**src/rtl/busio_pkg.sv**
```systemverilog
// busio_pkg: shared types for the data-bus load/store unit.
// FSM states, access-size encodings and the default timeout.
package busio_pkg;

  typedef enum logic [1:0] {
    IDLE,
    REQ,
    RESP,
    DONE
  } state_e;

  typedef enum logic [1:0] {
    SIZE_BYTE    = 2'b00,
    SIZE_HALF    = 2'b01,
    SIZE_WORD    = 2'b10,
    SIZE_INVALID = 2'b11
  } size_e;

  localparam int unsigned TIMEOUT_CYCLES_DEF = 255;

endpackage

```
**src/rtl/busio_if.sv**
```systemverilog
// busio_if: data-bus request/response bundle.
// Master issues valid/ready requests; slave answers with rvalid.
interface busio_if;

  logic [31:0] addr;
  logic [31:0] wdata;
  logic [3:0]  wstrb;
  logic        we;
  logic        valid;
  logic        ready;
  logic [31:0] rdata;
  logic        rvalid;
  logic        err;

  modport master (
    output addr, wdata, wstrb, we, valid,
    input  ready, rdata, rvalid, err
  );

  modport slave (
    input  addr, wdata, wstrb, we, valid,
    output ready, rdata, rvalid, err
  );

endinterface

```
**src/rtl/busio_align.sv**
```systemverilog
// busio_align: byte-lane steering for the data bus.
// Store strobes/replication and load extraction/extension.
module busio_align
  import busio_pkg::*;
(
  input  size_e       st_size_i,
  input  logic [1:0]  st_off_i,
  input  logic [31:0] st_data_i,
  output logic [3:0]  st_strb_o,
  output logic [31:0] st_wdata_o,
  input  size_e       ld_size_i,
  input  logic        ld_signed_i,
  input  logic [1:0]  ld_off_i,
  input  logic [31:0] ld_rdata_i,
  output logic [31:0] ld_data_o
);

  logic [31:0] shifted;

  always_comb begin
    st_strb_o  = 4'b1111;
    st_wdata_o = st_data_i;
    case (st_size_i)
      SIZE_BYTE: begin
        st_strb_o  = 4'b0001 << st_off_i;
        st_wdata_o = {4{st_data_i[7:0]}};
      end
      SIZE_HALF: begin
        st_strb_o  = 4'b0011 << st_off_i;
        st_wdata_o = {2{st_data_i[15:0]}};
      end
      default: ;
    endcase
  end

  // Bring the addressed lane down to bit 0 before extending.
  assign shifted = ld_rdata_i >> {ld_off_i, 3'b000};

  always_comb begin
    ld_data_o = shifted;
    case (ld_size_i)
      SIZE_BYTE:
        ld_data_o = {{24{ld_signed_i & shifted[7]}},
                     shifted[7:0]};
      SIZE_HALF:
        ld_data_o = {{16{ld_signed_i & shifted[15]}},
                     shifted[15:0]};
      default: ;
    endcase
  end

endmodule

```
**src/rtl/busio_lsu.sv**
```systemverilog
// busio_lsu: memory-stage data-bus interface (IDLE/REQ/RESP/DONE).
// Optional BUSIO_TIMEOUT_EN forces a faulted DONE after TIMEOUT_CYCLES.
module busio_lsu
  import busio_pkg::*;
#(
  parameter int unsigned TIMEOUT_CYCLES = TIMEOUT_CYCLES_DEF
)
(
  input  logic        clk,
  input  logic        rst_n,
  input  logic [31:0] mem_address,
  input  logic [31:0] mem_store_data,
  input  logic [1:0]  mem_size,
  input  logic        mem_signed,
  input  logic        mem_load,
  input  logic        mem_store,
  input  logic        stall,
  input  logic        invalidate,
  output logic [31:0] mem_load_data,
  output logic        mem_busy,
  output logic        mem_fault,
  busio_if.master     dbus
);

  state_e      state_q, state_d;
  logic [31:0] addr_q, addr_d;
  logic [31:0] wdata_q, wdata_d;
  logic [31:0] ldata_q, ldata_d;
  logic [3:0]  wstrb_q, wstrb_d;
  logic        we_q, we_d;
  logic        sgn_q, sgn_d;
  logic        fault_q, fault_d;
  logic        disc_q, disc_d;
  size_e       size_q, size_d;
  logic [1:0]  off_q, off_d;

  logic        req;
  logic [3:0]  st_strb;
  logic [31:0] st_wdata;
  logic [31:0] ld_data;

  assign req = (mem_load | mem_store)
             && (mem_size != SIZE_INVALID)
             && !invalidate;

  busio_align u_align (
    .st_size_i   (size_e'(mem_size)),
    .st_off_i    (mem_address[1:0]),
    .st_data_i   (mem_store_data),
    .st_strb_o   (st_strb),
    .st_wdata_o  (st_wdata),
    .ld_size_i   (size_q),
    .ld_signed_i (sgn_q),
    .ld_off_i    (off_q),
    .ld_rdata_i  (dbus.rdata),
    .ld_data_o   (ld_data)
  );

`ifdef BUSIO_TIMEOUT_EN
  localparam int unsigned CW = $clog2(TIMEOUT_CYCLES + 1);

  logic [CW-1:0] cnt_q, cnt_d;
  logic          tmo;

  assign tmo = (cnt_q == CW'(TIMEOUT_CYCLES - 1));

  always_comb begin
    cnt_d = cnt_q;
    if (state_q == IDLE)
      cnt_d = '0;
    else if (state_q == REQ || state_q == RESP)
      cnt_d = cnt_q + 1'b1;
  end

  always_ff @(posedge clk or negedge rst_n) begin
    if (!rst_n) cnt_q <= '0;
    else        cnt_q <= cnt_d;
  end
`endif

  always_comb begin
    state_d = state_q;
    addr_d  = addr_q;
    wdata_d = wdata_q;
    wstrb_d = wstrb_q;
    we_d    = we_q;
    sgn_d   = sgn_q;
    size_d  = size_q;
    off_d   = off_q;
    ldata_d = ldata_q;
    fault_d = fault_q;
    disc_d  = disc_q;
    unique case (state_q)
      IDLE: begin
        if (req) begin
          state_d = REQ;
          addr_d  = {mem_address[31:2], 2'b00};
          wdata_d = st_wdata;
          wstrb_d = mem_store ? st_strb : 4'b0000;
          we_d    = mem_store;
          sgn_d   = mem_signed;
          size_d  = size_e'(mem_size);
          off_d   = mem_address[1:0];
          disc_d  = 1'b0;
        end
      end
      REQ: begin
        if (invalidate) disc_d = 1'b1;
        if (dbus.ready) state_d = RESP;
      end
      RESP: begin
        if (invalidate) disc_d = 1'b1;
        if (dbus.rvalid) begin
          if (disc_d) begin
            state_d = IDLE;
          end else begin
            state_d = DONE;
            ldata_d = (dbus.err || we_q) ? 32'h0 : ld_data;
            fault_d = dbus.err;
          end
        end
      end
      DONE: begin
        if (invalidate || !stall) begin
          state_d = IDLE;
          fault_d = 1'b0;
        end
      end
      default: state_d = IDLE;
    endcase
`ifdef BUSIO_TIMEOUT_EN
    if ((state_q == REQ || state_q == RESP) && tmo) begin
      if (disc_d) begin
        state_d = IDLE;
      end else begin
        state_d = DONE;
        ldata_d = 32'h0;
        fault_d = 1'b1;
      end
    end
`endif
  end

  always_ff @(posedge clk or negedge rst_n) begin
    if (!rst_n) begin
      state_q <= IDLE;
      addr_q  <= '0;
      wdata_q <= '0;
      wstrb_q <= '0;
      we_q    <= 1'b0;
      sgn_q   <= 1'b0;
      size_q  <= SIZE_BYTE;
      off_q   <= '0;
      ldata_q <= '0;
      fault_q <= 1'b0;
      disc_q  <= 1'b0;
    end else begin
      state_q <= state_d;
      addr_q  <= addr_d;
      wdata_q <= wdata_d;
      wstrb_q <= wstrb_d;
      we_q    <= we_d;
      sgn_q   <= sgn_d;
      size_q  <= size_d;
      off_q   <= off_d;
      ldata_q <= ldata_d;
      fault_q <= fault_d;
      disc_q  <= disc_d;
    end
  end

  assign mem_busy = (state_q == IDLE && req)
                 || (state_q == REQ)
                 || (state_q == RESP);

  assign mem_load_data = ldata_q;
  assign mem_fault     = fault_q;

  assign dbus.valid = (state_q == REQ);
  assign dbus.addr  = addr_q;
  assign dbus.wdata = wdata_q;
  assign dbus.wstrb = wstrb_q;
  assign dbus.we    = we_q;

endmodule

```
**src/flat_wrapper.sv**
```systemverilog
// flat-port wrapper written by rule: the top's interface ports become plain ports
module busio_lsu_flat import busio_pkg::*;
#(
  parameter int unsigned TIMEOUT_CYCLES = TIMEOUT_CYCLES_DEF
)
  (clk, rst_n, mem_address, mem_store_data, mem_size, mem_signed, mem_load, mem_store, stall, invalidate, mem_load_data, mem_busy, mem_fault, dbus_addr, dbus_wdata, dbus_wstrb, dbus_we, dbus_valid, dbus_ready, dbus_rdata, dbus_rvalid, dbus_err);
  busio_if dbus_i ();
  input  logic clk;
  input  logic rst_n;
  input  logic [31:0] mem_address;
  input  logic [31:0] mem_store_data;
  input  logic [1:0] mem_size;
  input  logic mem_signed;
  input  logic mem_load;
  input  logic mem_store;
  input  logic stall;
  input  logic invalidate;
  output logic [31:0] mem_load_data;
  output logic mem_busy;
  output logic mem_fault;
  output wire logic [$bits(dbus_i.addr)-1:0] dbus_addr;
  output wire logic [$bits(dbus_i.wdata)-1:0] dbus_wdata;
  output wire logic [$bits(dbus_i.wstrb)-1:0] dbus_wstrb;
  output wire logic [$bits(dbus_i.we)-1:0] dbus_we;
  output wire logic [$bits(dbus_i.valid)-1:0] dbus_valid;
  input wire logic [$bits(dbus_i.ready)-1:0] dbus_ready;
  input wire logic [$bits(dbus_i.rdata)-1:0] dbus_rdata;
  input wire logic [$bits(dbus_i.rvalid)-1:0] dbus_rvalid;
  input wire logic [$bits(dbus_i.err)-1:0] dbus_err;
  assign dbus_addr = dbus_i.addr;
  assign dbus_wdata = dbus_i.wdata;
  assign dbus_wstrb = dbus_i.wstrb;
  assign dbus_we = dbus_i.we;
  assign dbus_valid = dbus_i.valid;
  assign dbus_i.ready = dbus_ready;
  assign dbus_i.rdata = dbus_rdata;
  assign dbus_i.rvalid = dbus_rvalid;
  assign dbus_i.err = dbus_err;
  busio_lsu #(.TIMEOUT_CYCLES(TIMEOUT_CYCLES)) u_core (.clk(clk), .rst_n(rst_n), .mem_address(mem_address), .mem_store_data(mem_store_data), .mem_size(mem_size), .mem_signed(mem_signed), .mem_load(mem_load), .mem_store(mem_store), .stall(stall), .invalidate(invalidate), .mem_load_data(mem_load_data), .mem_busy(mem_busy), .mem_fault(mem_fault), .dbus(dbus_i));
endmodule
```
**config.mk**
```make
export PLATFORM = sky130hd
export DESIGN_NAME = busio_lsu_flat
export DESIGN_NICKNAME = d
export VERILOG_FILES = /design/src/rtl/busio_pkg.sv /design/src/rtl/busio_if.sv /design/src/rtl/busio_align.sv /design/src/rtl/busio_lsu.sv /design/src/flat_wrapper.sv
export SDC_FILE = /design/constraint.sdc
export NUM_CORES = 1
export LEC_CHECK = 0
export CAP_MARGIN = 20
export CORE_MARGIN = 4
export CORE_UTILIZATION = 30
export CTS_CLUSTER_SIZE = 10
export DETAILED_ROUTE_END_ITERATION = 7
export GPL_TIMING_DRIVEN = 0
export PLACE_DENSITY_LB_ADDON = 0.15
export SLEW_MARGIN = 20
export SYNTH_ARGS = -nofsm -noshare
export SYNTH_HDL_FRONTEND = slang
export SYNTH_SLANG_ARGS = --single-unit
```
**constraint.sdc**
```tcl
create_clock -name clk -period 5.9 [get_ports clk]
set_input_delay 0.59 -clock clk [delete_from_list [all_inputs] [get_ports clk]]
set_output_delay 0.59 -clock clk [all_outputs]
set_load 0.03 [all_outputs]
```
Word-level counts from Yosys, hierarchy flattened
Index checks and enable logic that the tools add are counted.

Shift operators: 3. Bitwise gates (word level): 4. Reductions and logical operators: 19. Equality and inequality tests: 11. Mux-type cells: 19.

Operators by type and width (number): case mux 32 bit (2 select lines) (2); 2-to-1 mux 32 bit (1); >> shifter 32 x 5 -> 32 bit (1); 2-to-1 mux 2 bit (5); case mux 2 bit (4 select lines) (1); case mux 4 bit (2 select lines) (1); AND reduction 4 bit (2); equality test 2 x 1 -> 1 bit (second input constant) (3); logical NOT 2 bit (3); 2-to-1 mux 1 bit (6); inequality test 2 x 1 -> 1 bit (second input constant) (3); inequality test 2 bit (second input constant) (3); equality test 2 bit (second input constant) (2); logical OR 1 bit (4); 2-to-1 mux 4 bit (1); AND reduction 2 bit (2); left shift 1 x 2 -> 4 bit (first input constant) (1); left shift 2 x 2 -> 4 bit (first input constant) (1); logical AND 1 bit (3); case mux 1 bit (3 select lines) (1); AND reduction 3 bit (1); nonzero test 3 bit (1); bitwise AND 1 bit (2); logical NOT 1 bit (2); 4 further kinds (4).

Flip-flop bits (word level): 108. Output and inout port bits: 104.

Longest topological paths before layout
Depth in word-level cells: 6. Mapped depth: 7.

Hierarchy
A second synthesis with hierarchy kept.

Cells, all modules: 503. Area, all modules: 5521.5 um2.

By module, submodules not included: busio_lsu (cells each 335, instances 1, area each 4251.6 um2, seq. area each 2702.6 um2); busio_align (cells each 168, instances 1, area each 1270.0 um2, seq. area each 0.0 um2).

Worst setup path after synthesis
No wires, ideal clock.

Path type: in2out. Start: input port mem_size[0]. End: output port mem_busy. Stages: 5. Data required time: 5.310 ns. Path slack: 3.683 ns. Arrival: 1.627 ns. Buffers on the path: 2. Path through: clkbuf_1 -> a2bb2oi_1 -> and3_1 -> clkbuf_1 -> or3_1.

Word-level cells in the longest chain between the ends: 6.

Ends and longest elaborated chain: start: declaration (RTL line flat_wrapper.sv:12) `input logic [1:0] mem_size;`; inequality test 2 bit (RTL line busio_lsu.sv:43) `&& (mem_size != SIZE_INVALID)`; logical AND 1 bit (RTL line busio_lsu.sv:43); logical AND 1 bit (RTL line busio_lsu.sv:44) `&& !invalidate;`; logical AND 1 bit (RTL line busio_lsu.sv:172) `assign mem_busy = (state_q == IDLE && req)`; logical OR 1 bit (RTL line busio_lsu.sv:173) `|| (state_q == REQ)`; logical OR 1 bit (RTL line busio_lsu.sv:174) `|| (state_q == RESP);`; end: declaration (RTL line flat_wrapper.sv:19) `output logic mem_busy;`.

Every way passes these cells.

Final worst setup path
Start: input port mem_store. End: output port mem_busy.

Word-level cells in the longest chain between the ends: 6.

Ends and longest elaborated chain: start: declaration (RTL line flat_wrapper.sv:15) `input logic mem_store;`; OR 1 bit (RTL line busio_lsu.sv:42) `assign req = (mem_load | mem_store)`; logical AND 1 bit (RTL line busio_lsu.sv:43); logical AND 1 bit (RTL line busio_lsu.sv:44); logical AND 1 bit (RTL line busio_lsu.sv:172); logical OR 1 bit (RTL line busio_lsu.sv:173); logical OR 1 bit (RTL line busio_lsu.sv:174).

Every way passes these cells.

==> impl_metrics.ini <==
[sta]
tightest_slew_ns = 0.903
min_period_over_period_pct = 58.0
hold_slack_ns = 0.200
rsz0062_at_grt = no
layout_min_cycle_time_ns = 3.42
skew_ns = 0.00773
setup_violations = 0
max_slew_margin_pct = 39.6
hold_viol = 0
drv_slew = 0
fmax_mhz = 292

[layout]
fillers = 1569
area_growth_syn_to_layout_pct = 52.2
final_area_mm2 = 0.00777
drive_gt1_share_pct = 6.80
fin_nets = 872
antenna_cells = 0

[floorplanning]
die_h_um = 138
row_count = 47
die_w_um = 138
core_mm2 = 0.0166
top_level_ports = 212
start_util_pct = 30.7
dieArea_mm2 = 0.0192

[logic_synthesis]
synth_warnings = 0
synth_cell_types = 38
avgSynthCellArea_um2 = 9.46
netlist_area_mm2 = 0.00511
synthArstFlopShare_pct = 100
ys_seq_area_share_pct = 52.9
synth_seq_cells = 108
synth_ff_type = dfrtp_1
synth-edff-count = 0
synthCells = 540

[setup_path]
setup.worst_path.end = mem_busy
cp.arrival_ns = 2.83
cp_max_fo = 9
crit_type = input pin to primary output
critPathLaunchType = input pin
rr_worst_depth = 7
rr_startpoint = u_core.state_q[0]
critPathLaunch = mem_store
crit_path_end_kind = primary output
cp.required_ns = 5.31
reg2reg_setup_slack_ns = 3.49
r2r_end = u_core.mem_load_data[23]

[min_path]
hold_path_class = input pin to async pin

[placed_design]
placedInstanceArea_mm2 = 0.00749
gp_congestion = 0.881
dpl.hpwl_um = 12700
port_buffers = 207

[routing]
wl_met3_um = 1520
ant_nets = 0
first_pass_iters = 5
drt-total-wl_um = 16900
wl_per_cell_um = 17.2
top_layer = met4
wl_met1_um = 7200
drcViolationCount = 0
drt_iter0_markers = 284
vias = 4755
met2_length_um = 7900
viasPerCell = 4.83

[cts]
postCtsSetupBuffers = 0
htree_levels = 3
cts_hold_buf = 0
clock_sinks = 108
root_buffer = clkbuf_16
clk_latency_ns = 0.35
cts-buffers-inserted = 9
tritoncts = done
ctsResizeCount = 0
clockBufferDepth = 2
clk_pin_slew_ns = 0.07

[global_routing]
grt_max_degree = 56
grt_pass1_wl_um = 27100
overflow = 0
grt_usage_pct = 17.6
antenna_found_initial = 0
first_global_vias = 5010

[pwr]
pwr-share-seq_pct = 31.4
irDropWorstVdd_mv = 0.278
p_leak_nw = 3.48
power.switching_mw = 1.74
swShare_pct = 43.0
cellPowerDensity_mw_per_mm2 = 520
pwr-share-comb_pct = 53.6
internal_power_mw = 2.30
clkPwrFrac_pct = 15.0

[run_status]
status = finished clean

[flow_run]
maxCapViolCount = 0
[metrics by stage]
step	utilization [%]	total power [mW]	setup TNS, ns	setup WS (ns)	cells
floorplan	-	2.51	0	3.68	541
global placement	44.8	3.43	-11.99	-0.122	968
detailed placement	45.0	3.46	0	2.43	969
CTS	46.7	4.09	0	2.43	985
global route	46.7	4.30	0	2.34	985
finish	46.7	4.04	0	2.48	985
[flip-flops by register name (all words and copies together), names as in the netlist]
signal,count
u_core.disc_q,1
u_core.size_q,2
u_core.mem_fault,1
u_core.dbus.wstrb,4
u_core.sgn_q,1
u_core.mem_load_data,32
u_core.dbus.we,1
u_core.off_q,2
u_core.dbus.addr,30
u_core.dbus.wdata,32
u_core.state_q,2
[area by class of cell]
| class | count | area, um2 | area share, % |
|---|---|---|---|
| inverter | 5 | 18.8 | 0.241 |
| tap | 220 | 275 | 3.54 |
| clock buffer | 12 | 236 | 3.04 |
| buffer | 38 | 175 | 2.25 |
| multi-input combinational | 390 | 2220 | 28.5 |
| clock inverter | 4 | 50.0 | 0.644 |
| sequential | 108 | 2700 | 34.8 |
| timing repair buffer | 208 | 2100 | 27.0 |
[per-layer routing]
layer  vias to the layer above  GRT usage, %
met5                         -             0
met4                         0          5.98
met3                        20          6.32
met2                       186          28.0
met1                      2283          22.1
li1                       2266             -
[worst min path at each step]
| stage | start | to | slack (ns) | cells after the start |
|---|---|---|---|---|
| floorplan | rst_n | u_core.dbus.addr[10] | 0.29 | 0 |
| global placement | u_core.dbus.addr[23] | u_core.dbus.addr[23] | 0.46 | 2 |
| detailed placement | u_core.dbus.addr[23] | u_core.dbus.addr[23] | 0.46 | 2 |
| CTS | rst_n | u_core.state_q[1] | 0.21 | 1 |
| global route | rst_n | u_core.state_q[1] | 0.24 | 1 |
| finish | rst_n | u_core.state_q[1] | 0.20 | 1 |
[worst max-delay path, cell delays in order]
cell,delay [ns]
clkdlybuf4s50_1,0.59
a2bb2oi_1,0.29
and3_1,0.19
clkbuf_1,0.33
or3_1,0.16
clkdlybuf4s50_1,0.67
[layout by cell type (no fill, tap or decap), drive strengths merged]
cell / synthesis / routed
clkdlybuf4s50: 0 / 206
nand2: 176 / 176
dfrtp: 108 / 108
o21ai: 57 / 57
mux2i: 40 / 40
clkbuf: 25 / 37
nor2: 24 / 24
a21oi: 23 / 23
a221o: 17 / 17
buf: 13 / 15
nand3b: 9 / 9
mux2: 8 / 8
inv: 5 / 5
nand2b: 4 / 4
ha: 4 / 4
nand3: 4 / 4
and3: 3 / 3
a2bb2oi: 2 / 2
o2bb2ai: 2 / 2
nor2b: 2 / 2
a31oi: 2 / 2
conb: 1 / 2
clkinvlp: 0 / 2
nor3: 2 / 2
or3: 1 / 1
nor3b: 1 / 1
a32oi: 1 / 1
nand4: 1 / 1
o21a: 1 / 1
mux4: 1 / 1
a2111oi: 1 / 1
or2: 1 / 1
a22o: 1 / 1
clkinv: 0 / 1
bufinv: 0 / 1
[cells by family after synthesis]
| logic type | synth area share (%) |
|---|---|
| other | 0.0734 |
| multiplexers | 10.0 |
| AO/OA/AOI/OAI | 13.4 |
| AND/OR/NAND/NOR | 18.8 |
| flip-flops | 52.9 |
| adder cells (fa/ha/maj) | 0.980 |
| buffers and inverters | 3.80 |
[power by group through the flow]
stage                     Sequential, mW  Combinational (mW)  Clock, mW
after floorplan                     1.85               0.658          0
after global placement              1.27                2.16          0
after detailed placement            1.28                2.18          0
after CTS                           1.27                2.19      0.626
after global routing                1.32                2.33      0.656
final                               1.27                2.17      0.606
[synthesized netlist by cell type (3+ instances only)]
master | instances | share of area [%]
o21ai_0 | 57 | 5.6
mux2i_1 | 40 | 7.8
dfrtp_1 | 108 | 53
nand3b_1 | 9 | 1.3
nand3_1 | 3 | 0.29
a221o_2 | 10 | 2.2
buf_2 | 8 | 0.78
nand2b_1 | 4 | 0.49
ha_1 | 4 | 0.98
nor2_1 | 23 | 1.7
a21oi_1 | 23 | 2.3
nand2_1 | 176 | 13
mux2_2 | 8 | 1.8
a221o_1 | 7 | 1.4
and3_1 | 3 | 0.37
inv_1 | 5 | 0.37
clkbuf_1 | 25 | 1.8
No activity file was read; power rests on OpenSTA's default activity.
